$ cat src/rtl/pmp_pkg.sv
// Shared definitions for the pattern-matching engine: channel count default,
// command opcodes, control-word field positions and the pattern/history width.
// No ports (package).
package pmp_pkg;

  localparam int NUM_MODULES_DEF = 4;

  localparam int PAT_BYTES = 8;
  localparam int PAT_W     = 8 * PAT_BYTES;

  localparam int CTRL_W    = 16;
  localparam int OP_MSB    = 15;
  localparam int OP_LSB    = 14;
  localparam int CNT_MSB   = 13;
  localparam int CNT_LSB   = 11;
  localparam int CNT_W     = CNT_MSB - CNT_LSB + 1;
  localparam int RSVD_MSB  = 10;

  localparam int READY_W   = 32;

  typedef enum logic [1:0] {
    OP_NOP   = 2'b00,
    OP_LOAD  = 2'b01,
    OP_MATCH = 2'b10,
    OP_CLEAR = 2'b11
  } pmp_op_e;

  // Mask keeping bytes 0..cnt_m1 of a word; used so a stored pattern never
  // carries stale bytes beyond its length.
  function automatic logic [PAT_W-1:0] byte_mask(input logic [CNT_W-1:0] cnt_m1);
    logic [PAT_W-1:0] m;
    m = '0;
    for (int k = 0; k < PAT_BYTES; k++) begin
      if (k <= int'(cnt_m1)) m[8*k +: 8] = 8'hFF;
    end
    return m;
  endfunction

endpackage

$ cat src/rtl/pmp_matcher.sv
// One pattern-matching channel: four-phase handshake, pattern store, 8-byte
// history shift register and comparator.
// Ports:
//   clk, reset        clock, asynchronous active-high reset
//   data              64-bit command word (byte 0 = bits [7:0])
//   control           16-bit command (opcode, byte count - 1)
//   data_ready        command pending
//   data_accepted     command finished (held while data_ready stays high)
//   pattern_accepted  sticky match flag, cleared by LOAD/CLEAR/reset
//
// state   | meaning
// --------+----------------------------------------------------------
// IDLE    | waiting for data_ready with data_accepted low
// BUSY    | command latched; MATCH shifts one byte per clock, then completes
// DONE    | data_accepted high, waiting for data_ready to drop
module pmp_matcher
  import pmp_pkg::*;
(
  input  logic              clk,
  input  logic              reset,
  input  logic [PAT_W-1:0]  data,
  input  logic [CTRL_W-1:0] control,
  input  logic              data_ready,
  output logic              data_accepted,
  output logic              pattern_accepted
);

  localparam logic [1:0] ST_IDLE = 2'd0;
  localparam logic [1:0] ST_BUSY = 2'd1;
  localparam logic [1:0] ST_DONE = 2'd2;

  logic [1:0]       state;
  pmp_op_e          op_q;
  logic [CNT_W-1:0] cnt_q;
  logic [PAT_W-1:0] word_q;
  logic [3:0]       byte_ctr;

  logic [PAT_W-1:0] pat_q;
  logic [CNT_W-1:0] pat_len_m1;
  logic             pat_valid;
  logic [PAT_W-1:0] hist_q;
  logic [3:0]       hist_cnt;

  logic [7:0]       byte_in;
  logic [PAT_W-1:0] hist_nxt;
  logic [3:0]       hist_cnt_nxt;
  logic             hit;

  pmp_op_e          op_in;
  logic [CNT_W-1:0] cnt_in;
  logic             unused_ctrl;

  assign op_in       = pmp_op_e'(control[OP_MSB:OP_LSB]);
  assign cnt_in      = control[CNT_MSB:CNT_LSB];
  assign unused_ctrl = ^control[RSVD_MSB:0];

  // The latched word is shifted right as bytes are consumed, so the next
  // byte to stream is always the low byte.
  assign byte_in      = word_q[7:0];
  // History: byte 0 is the newest byte, byte j is j bytes older.
  assign hist_nxt     = {hist_q[PAT_W-9:0], byte_in};
  assign hist_cnt_nxt = (hist_cnt == 4'(PAT_BYTES)) ? hist_cnt : hist_cnt + 4'd1;

  // Match against the history as it will be after this byte is shifted in.
  // Pattern byte 0 is the oldest of the last L bytes, i.e. history byte L-1.
  always_comb begin
    hit = pat_valid && (hist_cnt_nxt > {1'b0, pat_len_m1});
    for (int j = 0; j < PAT_BYTES; j++) begin
      if (j <= int'(pat_len_m1)) begin
        if (hist_nxt[8*j +: 8] != pat_q[8*(int'(pat_len_m1) - j) +: 8]) hit = 1'b0;
      end
    end
  end

  always_ff @(posedge clk or posedge reset) begin
    if (reset) begin
      state            <= ST_IDLE;
      op_q             <= OP_NOP;
      cnt_q            <= '0;
      word_q           <= '0;
      byte_ctr         <= '0;
      pat_q            <= '0;
      pat_len_m1       <= '0;
      pat_valid        <= 1'b0;
      hist_q           <= '0;
      hist_cnt         <= '0;
      data_accepted    <= 1'b0;
      pattern_accepted <= 1'b0;
    end else begin
      case (state)
        ST_IDLE: begin
          if (data_ready && !data_accepted) begin
            op_q     <= op_in;
            cnt_q    <= cnt_in;
            word_q   <= data;
            // Down-counter of bytes still to stream; zero means the next
            // edge completes the command.
            byte_ctr <= (op_in == OP_MATCH) ? ({1'b0, cnt_in} + 4'd1) : 4'd0;
            state    <= ST_BUSY;
          end
        end

        ST_BUSY: begin
          if (byte_ctr != 4'd0) begin
            hist_q   <= hist_nxt;
            hist_cnt <= hist_cnt_nxt;
            word_q   <= word_q >> 8;
            byte_ctr <= byte_ctr - 4'd1;
            if (hit) pattern_accepted <= 1'b1;
          end else begin
            case (op_q)
              OP_LOAD: begin
                pat_q            <= word_q & byte_mask(cnt_q);
                pat_len_m1       <= cnt_q;
                pat_valid        <= 1'b1;
                hist_q           <= '0;
                hist_cnt         <= '0;
                pattern_accepted <= 1'b0;
              end
              OP_CLEAR: begin
                pat_valid        <= 1'b0;
                hist_q           <= '0;
                hist_cnt         <= '0;
                pattern_accepted <= 1'b0;
              end
              default: ;
            endcase
            // If the requester already withdrew, skip the acknowledge.
            data_accepted <= data_ready;
            state         <= data_ready ? ST_DONE : ST_IDLE;
          end
        end

        ST_DONE: begin
          if (!data_ready) begin
            data_accepted <= 1'b0;
            state         <= ST_IDLE;
          end
        end

        default: state <= ST_IDLE;
      endcase
    end
  end

endmodule

$ cat src/rtl/pmp_match_engine.sv
// Multi-channel byte-pattern matching engine: NUM_MODULES independent
// pmp_matcher channels sharing one clock and reset.
// Ports:
//   clk, reset        clock, asynchronous active-high reset
//   data[i]           64-bit word for channel i (entry NUM_MODULES unused)
//   control[i]        16-bit command for channel i (entry NUM_MODULES unused)
//   data_ready        bit i = command pending on channel i
//   data_accepted     bit i = channel i finished its command
//   pattern_accepted  bit i = channel i found its pattern (sticky)
// NUM_MODULES must be between 1 and 32; output bits above it read 0.
module pmp_match_engine
  import pmp_pkg::*;
#(
  parameter int NUM_MODULES = NUM_MODULES_DEF
)
(
  input  logic               clk,
  input  logic               reset,
  input  logic [PAT_W-1:0]   data    [0:NUM_MODULES],
  input  logic [CTRL_W-1:0]  control [0:NUM_MODULES],
  input  logic [READY_W-1:0] data_ready,
  output logic [READY_W-1:0] data_accepted,
  output logic [READY_W-1:0] pattern_accepted
);

  logic da_ch [NUM_MODULES];
  logic pa_ch [NUM_MODULES];
  logic unused_inputs;

  // The extra array entry and the upper ready bits have no channel behind them.
  assign unused_inputs = ^{data[NUM_MODULES], control[NUM_MODULES], data_ready};

  for (genvar i = 0; i < NUM_MODULES; i++) begin : g_ch
    pmp_matcher u_matcher (
      .clk              (clk),
      .reset            (reset),
      .data             (data[i]),
      .control          (control[i]),
      .data_ready       (data_ready[i]),
      .data_accepted    (da_ch[i]),
      .pattern_accepted (pa_ch[i])
    );
  end

  always_comb begin
    data_accepted    = '0;
    pattern_accepted = '0;
    for (int i = 0; i < NUM_MODULES; i++) begin
      data_accepted[i]    = da_ch[i];
      pattern_accepted[i] = pa_ch[i];
    end
  end

endmodule

$ cat config.mk
export PLATFORM = sky130hd
export DESIGN_NAME = pmp_match_engine
export DESIGN_NICKNAME = d
export VERILOG_FILES = /design/src/rtl/pmp_pkg.sv /design/src/rtl/pmp_matcher.sv /design/src/rtl/pmp_match_engine.sv
export SDC_FILE = /design/constraint.sdc
export NUM_CORES = 2
export LEC_CHECK = 0
export BUFFER_PORTS_ARGS = -buffer_cell sky130_fd_sc_hd__buf_2
export CELL_PAD_IN_SITES_DETAIL_PLACEMENT = 0
export CELL_PAD_IN_SITES_GLOBAL_PLACEMENT = 1
export CORE_MARGIN = 5
export CORE_UTILIZATION = 43
export DETAILED_ROUTE_END_ITERATION = 10
export PLACE_DENSITY = 0.89
export SYNTH_ARGS = -nofsm -noshare
export SYNTH_HDL_FRONTEND = slang
export SYNTH_HIERARCHICAL = 1
export SYNTH_SLANG_ARGS = --single-unit
export TNS_END_PERCENT = 50
$ cat constraint.sdc
create_clock -name clk -period 7.5 [get_ports clk]
set_clock_uncertainty 0.15 [all_clocks]
set_input_delay 1.5 -clock clk [delete_from_list [all_inputs] [get_ports clk]]
set_output_delay 1.5 -clock clk [all_outputs]
set_load 0.02 [all_outputs]
Yosys cells after proc, flatten, opt, wreduce, memory -nomap -nowiden

Cells that the tools add are included.

Eq/ne operators: 76
Reduce and logical (&&, ||, !) cells: 72
Shift-type cells: 32
Multiplexer cells: 280
Magnitude comparators: 60
Multiply operators: 0
Divide/modulo/power cells: 0
$add $sub $neg: 40
Bitwise logic cells: 8

Operator list:

| cell                                                          | number |
|---|---|
| variable part select 64 x 32 -> 8 bit                         | 28 |
| 2-to-1 mux 8 bit                                              | 124 |
| 2-to-1 mux 64 bit                                             | 8 |
| case mux 64 bit (2 select lines)                              | 4 |
| 2-to-1 mux 56 bit                                             | 8 |
| AND 64 bit                                                    | 4 |
| inequality test 8 bit                                         | 32 |
| variable part select 64 x 7 -> 8 bit                          | 4 |
| less-or-equal comparator 3 bit, first input constant          | 32 |
| 2-to-1 mux 4 bit                                              | 24 |
| 2-to-1 mux 1 bit                                              | 80 |
| AND reduction 3 bit                                           | 24 |
| subtractor 3 x 3 -> 4 bit, second input constant              | 16 |
| less-or-equal comparator 2 x 3 -> 1 bit, first input constant | 16 |
| 2-to-1 mux 2 bit                                              | 16 |
| case mux 4 bit (2 select lines)                               | 4 |
| nonzero test 2 bit                                            | 16 |
| subtractor 3 x 2 -> 4 bit, second input constant              | 8 |
| == test 2 bit, second input constant                          | 12 |
| less-or-equal comparator 1 x 3 -> 1 bit, first input constant | 8 |
| inequality test 2 x 1 -> 1 bit, second input constant         | 12 |
| case mux 2 bit (3 select lines)                               | 4 |
| adder 3 x 1 -> 4 bit, second input constant                   | 4 |
| adder 4 x 1 -> 4 bit, second input constant                   | 4 |
| 14 further kinds                                              | 76 |

Memory bits (writable): 0
Word-level logic and storage cells: 616
Memory bits (read-only): 0
Bits in latches: 0
Output and inout bits: 64
Bits of input ports: 434
Memories kept: 0
Flip-flop bits (word level): 820

Longest topological paths before layout

Depth after elaboration: 21
Depth in mapped cells: 17
Mapped depth without buffers: 14

Cells and area by module

Netlist, hierarchy kept.

By module, submodules not included:

| module                          | area each (µm²) | cells each | times used | sequential area each (µm²) |
|---|---|---|---|---|
| pmp_matcher (g_ch[1].u_matcher) | 12630.9         | 1315       | 1          | 5129.9 |
| pmp_matcher (g_ch[2].u_matcher) | 12594.6         | 1322       | 1          | 5129.9 |
| pmp_matcher (g_ch[0].u_matcher) | 12532.0         | 1288       | 1          | 5129.9 |
| pmp_matcher (g_ch[3].u_matcher) | 12468.2         | 1271       | 1          | 5129.9 |
| pmp_match_engine                | 424.2           | 57         | 1          | 0.0 |

Least setup slack after synthesis

OpenSTA, ideal clock, no wires.

Path kind: register to register
Start: register g_ch[2].u_matcher.pat_len_m1[0]
End: register g_ch[2].u_matcher.pattern_accepted
Required time: 7258 ps
Cell stages (with the launch flop): 17
Slack: 3305 ps
Clock period less this slack: 4195 ps
Data arrival time: 3954 ps
Path buffers: 6
Library setup time: 92 ps
Cells stage by stage: dfrtp_1 > buf_6 > buf_4 > buf_2 > buf_1 > inv_1 > ha_1 > buf_2 > buf_1 > mux4_2 > nor3b_1 > a32oi_1 > o32ai_1 > nand4_1 > a21oi_1 > nand4b_1 > o31ai_2

Word-level cells in the longest chain between the ends: 19
Elaborated cells on any way between the ends: 49
Those cells by class: add/sub (7); order compare (8); eq/ne (9); shift (8); mux (15); reduce/logical (2)

Ends and longest elaborated chain:

| item                                                                | line               | text |
|---|---|---|
| start, declared                                                     | pmp_matcher.sv:39  | `logic [CNT_W-1:0] pat_len_m1;` |
| start signal, assigned                                              | pmp_matcher.sv:114 | `pat_len_m1 <= cnt_q;` |
| subtractor 3 x 1 -> 4 bit, or another cell as far along             | pmp_matcher.sv:70  | `if (hist_nxt[8*j +: 8] != pat_q[8*(int'(pat_len_m1) - j) +: 8]) hit = 1'b0;` |
| variable part select 64 x 32 -> 8 bit, or another cell as far along | pmp_matcher.sv:70  |  |
| inequality test 8 bit or 2-to-1 mux 1 bit (tied branches)           | pmp_matcher.sv:70  |  |
| 2-to-1 mux 1 bit                                                    | pmp_matcher.sv:70  |  |
| 2-to-1 mux 1 bit                                                    | pmp_matcher.sv:69  | `if (j <= int'(pat_len_m1)) begin` |
| 2-to-1 mux 1 bit                                                    | pmp_matcher.sv:70  |  |
| 2-to-1 mux 1 bit                                                    | pmp_matcher.sv:69  |  |
| 2-to-1 mux 1 bit                                                    | pmp_matcher.sv:70  |  |
| (+3 left out)                                                       | -                  |  |
| 2-to-1 mux 1 bit                                                    | pmp_matcher.sv:70  |  |
| 2-to-1 mux 1 bit                                                    | pmp_matcher.sv:69  |  |
| 2-to-1 mux 1 bit                                                    | pmp_matcher.sv:70  |  |
| 2-to-1 mux 1 bit                                                    | pmp_matcher.sv:69  |  |
| 2-to-1 mux 1 bit                                                    | pmp_matcher.sv:70  |  |
| 2-to-1 mux 1 bit *                                                  | pmp_matcher.sv:69  |  |
| inequality test 2 x 1 -> 1 bit (no source line) *                   | -                  |  |
| AND reduction 3 bit (no source line) *                              | -                  |  |
| end signal, assigned                                                | pmp_matcher.sv:88  | `pattern_accepted <= 1'b0;` |
| end signal, assigned                                                | pmp_matcher.sv:109 | `if (hit) pattern_accepted <= 1'b1;` |
| end signal, assigned                                                | pmp_matcher.sv:118 | `pattern_accepted <= 1'b0;` |
| end, declared                                                       | pmp_matcher.sv:25  | `output logic pattern_accepted` |

Every way passes the cells marked *; elsewhere a longest branch is shown, timed or not.
A chain may end at the register's enable or synchronous reset.

Worst setup path after layout

Start: register g_ch[3].u_matcher.pat_len_m1[0]
End: register g_ch[3].u_matcher.pattern_accepted

Word-level cells in the longest chain between the ends: 19
Elaborated cells on any way between the ends: 49
Those cells by class: add/sub (7); order compare (8); eq/ne (9); shift (8); mux (15); reduce/logical (2)

Ends and longest elaborated chain:

| item                                                                | line |
|---|---|
| start, declared                                                     | pmp_matcher.sv:39 |
| start signal, assigned                                              | pmp_matcher.sv:114 |
| subtractor 3 x 1 -> 4 bit, or another cell as far along             | pmp_matcher.sv:70 |
| variable part select 64 x 32 -> 8 bit, or another cell as far along | pmp_matcher.sv:70 |
| inequality test 8 bit or 2-to-1 mux 1 bit (tied branches)           | pmp_matcher.sv:70 |
| 2-to-1 mux 1 bit                                                    | pmp_matcher.sv:70 |
| 2-to-1 mux 1 bit                                                    | pmp_matcher.sv:69 |
| 2-to-1 mux 1 bit                                                    | pmp_matcher.sv:70 |
| 2-to-1 mux 1 bit                                                    | pmp_matcher.sv:69 |
| 2-to-1 mux 1 bit                                                    | pmp_matcher.sv:70 |
| (+3 left out)                                                       | - |
| 2-to-1 mux 1 bit                                                    | pmp_matcher.sv:70 |
| 2-to-1 mux 1 bit                                                    | pmp_matcher.sv:69 |
| 2-to-1 mux 1 bit                                                    | pmp_matcher.sv:70 |
| 2-to-1 mux 1 bit                                                    | pmp_matcher.sv:69 |
| 2-to-1 mux 1 bit                                                    | pmp_matcher.sv:70 |
| 2-to-1 mux 1 bit *                                                  | pmp_matcher.sv:69 |
| inequality test 2 x 1 -> 1 bit (no source line) *                   | - |
| AND reduction 3 bit (no source line) *                              | - |
| end signal, assigned                                                | pmp_matcher.sv:88 |
| end signal, assigned                                                | pmp_matcher.sv:109 |
| end signal, assigned                                                | pmp_matcher.sv:118 |
| end, declared                                                       | pmp_matcher.sv:25 |

Marks and branches as above.

==> impl_metrics.json <==
{
  "vias": 42900,
  "period_share": 0.670,
  "synth_xor_xnor_area_share": 0.0266,
  "ant_nets": 0,
  "cpMaxStageDelayCell": "dfrtp_4",
  "ir_drop_uv": 414,
  "grt_max_degree": 144,
  "cts-root-buf": "clkbuf_16",
  "rsz0062_at_grt": "no",
  "drv_slew": 0,
  "n_antenna_cell": 0,
  "cp_cell_sequence": "inv_2, ha_2, buf_4, mux4_2, nor2_1, nor2_1, o311ai_0, a41oi_1, a2111oi_1, nand4b_1, o31ai_2",
  "hold_viol": 0,
  "syn_inst": 5253,
  "crit_start": "g_ch[3].u_matcher/pat_len_m1[0]$_DFFE_PP0P_",
  "cts_hold_buf": 0,
  "setup_viol": 0,
  "cts_buffers": 93,
  "synth_top_area_cell": "dfrtp_1",
  "syn_to_final_growth_pct": 10.9,
  "synth_cell_types": 96,
  "min_period_ps": 5030,
  "synth_top_family_by_area": "simple AND/OR/NAND/NOR gates",
  "ys_ff_latch": 820,
  "slowest_delay_ps": 840,
  "nNetsFinal": 5851,
  "antenna_found_initial": 1,
  "whs_ps": 328,
  "seq_area_frac_synth": 0.405,
  "htreeDepth": 3,
  "routed_wl_um": 159000,
  "r2r-start": "g_ch[3].u_matcher/pat_len_m1[0]$_DFFE_PP0P_",
  "ys_warn_count": 6,
  "grt_pass1_wl_um": 245000,
  "syn_area_mm2": 0.0506,
  "place_hpwl_um": 114000,
  "dieArea_mm2": 0.125,
  "synthFlopType": "dfrtp_1",
  "fin_ws_ps": 2470,
  "synth-compound-area-share": 0.138,
  "ys_top_cells_by_area": "dfrtp_1 41%, mux4_2 12%, nand2_1 9.0%",
  "grt_pass1_vias": 40600,
  "fmax_mhz": 199,
  "cts.sinks": 820,
  "drtIter0Drc": 5108,
  "coreArea_mm2": 0.117,
  "p_leak_uw": 0.0246,
  "post-cts-setup-buffers": 0,
  "synth.area.mux_share": 0.170,
  "overflow": 0,
  "cts_resized": 0,
  "layout_commonest_cell": "nand2_1",
  "gp_congestion": 0.968,
  "cp-end-kind": "flop",
  "worst_pin_slew_ps": 1140,
  "worstPathMaxFanout": 37,
  "synth_top_cell_area_share": 0.405,
  "dp_cells": 6774,
  "drv_cap": 0,
  "cts_tree": "done",
  "synth_edf_count": 0,
  "clock_latency_ps": 670,
  "synthArstFlopShare": 1.00,
  "post-place-ws_ps": 2500,
  "port_buffers": 289,
  "path_class": "reg2reg",
  "route.detailed.drc": 0,
  "critPathArrivalTime_ps": 5430,
  "grtUsageTotal": 0.246,
  "pin_count": 498,
  "cts.clk_slew.worst_paths_ps": 60,
  "final_cell_mix": "1,209 x nand2_1, 815 x dfrtp_1, 329 x nor2_1",
  "die_w_um": 353,
  "drive_above_1_share": 0.167,
  "finalSetupTns_ps": 0,
  "ctsLongestPathBuffers": 3,
  "r2r_slack_ps": 2470,
  "cpMostUsedCell": "nor2_1",
  "final_cells": 6947,
  "via_per_inst": 6.17,
  "startpoint_type": "flop",
  "status": "complete, no violations",
  "rows": 126,
  "start_util": 0.431,
  "firstDrtPassIters": 8,
  "synthAdderAreaFrac": 0.0208,
  "yosys.area_share.simple": 0.191,
  "num-fill-cells": 10900,
  "die_y_um": 353,
  "syn_avg_cell_area_um2": 9.64,
  "final_util": 0.478,
  "power.density_mw_per_mm2": 510,
  "holdCritStartpoint": "g_ch[0].u_matcher/pat_valid$_DFFE_PP0P_",
  "wire_per_inst_um": 22.9,
  "slew_headroom": 0.238,
  "required_ps": 7900,
  "holdCritPathClass": "reg2reg"
}
==> synthesized netlist by cell type, drive strengths merged (9+ instances only) <==
cell type	instances
a21o	12
a21oi	109
a22o	226
a22oi	42
a31oi	246
a32oi	12
a41oi	10
and2	22
and3	32
buf	159
clkbuf	262
dfrtp	820
ha	84
inv	80
mux2	51
mux2i	176
mux4	275
nand2	1209
nand2b	25
nand3	326
nand3b	60
nand4	44
nor2	337
nor2b	25
nor3	23
nor3b	29
nor4	28
nor4b	10
o21a	22
o21ai	142
o22a	22
o22ai	19
o311ai	9
o32ai	24
o41ai	10
or2	14
xnor2	83
xor2	71
==> cell families after synthesis <==
logic type / count (synthesis)
XOR/XNOR: 154
flip-flops: 820
AO/OA/AOI/OAI: 986
adder cells (fa/ha/maj): 84
buffers and inverters: 501
AND/OR/NAND/NOR: 2205
multiplexers: 502
other: 1
==> path summary, 6_finish.rpt <==
check | to | depth (start not counted)
min in group asynchronous | g_ch[1].u_matcher/hist_q[48]$_DFFE_PP0P_ | 2
max reg2reg | g_ch[3].u_matcher/pattern_accepted$_DFFE_PP0P_ | 11
max | g_ch[3].u_matcher/pattern_accepted$_DFFE_PP0P_ | 11
max in group asynchronous | g_ch[2].u_matcher/pat_q[2]$_DFFE_PP0P_ | 3
min | g_ch[0].u_matcher/pat_valid$_DFFE_PP0P_ | 2
min reg2reg | g_ch[0].u_matcher/pat_valid$_DFFE_PP0P_ | 2
==> critical path: cells and delay by family (launching register included) <==
family | cells | cell delay [ps]
AOI/OAI and AO/OA | 4 | 1240
adders and majority gates | 1 | 820
buffers and inverters | 2 | 780
DFF | 1 | 840
muxes | 1 | 650
and+or+nand+nor | 3 | 420
==> layer usage <==
| metal | part of all wire | GRT usage |
|---|---|---|
| met1 | 0.42 | 0.344 |
| met2 | 0.46 | 0.383 |
| met3 | 0.085 | 0.0465 |
| met4 | 0.043 | 0.0953 |
| met5 | 0.000069 | 0 |
==> cell type report <==
type                            count  area, µm²  area share
Clock inverter                     49        774      0.0138
Tap cell                         1536       1920      0.0342
Clock buffer                      124       2640      0.0470
Sequential cell                   820      20500       0.366
Inverter                           80        337     0.00599
Multi-Input combinational cell   3987      28000       0.499
Timing Repair Buffer              351       1910      0.0340
==> report_power, final <==
group / switching, µW / total [µW] / internal [µW]
logic: 8230 / 14200 / 5980
clock network: 1950 / 5070 / 3130
registers: 2970 / 9350 / 6380
total: 13200 / 28600 / 15500
==> stage by stage <==
stage,cell area [µm²],total power (µW)
4_1_cts,56200,28500
6_report,56200,28600
3_5_place_dp,52700,23300
5_1_grt,56200,30400
2_1_floorplan,50900,19200
3_3_place_gp,52700,22900
==> state kept, by name (all words and copies together) (netlist names) <==
name and flops:
g_ch.u_matcher/byte_ctr 16, g_ch.u_matcher/cnt_q 12, g_ch.u_matcher/data_accepted 4, g_ch.u_matcher/hist_cnt 16, g_ch.u_matcher/hist_q 224, g_ch.u_matcher/op_q 8
g_ch.u_matcher/pat_len_m1 12, g_ch.u_matcher/pat_q 256, g_ch.u_matcher/pat_valid 4, g_ch.u_matcher/pattern_accepted 4, g_ch.u_matcher/state 8, g_ch.u_matcher/word_q 256
(Power assumes the default switching activity.)
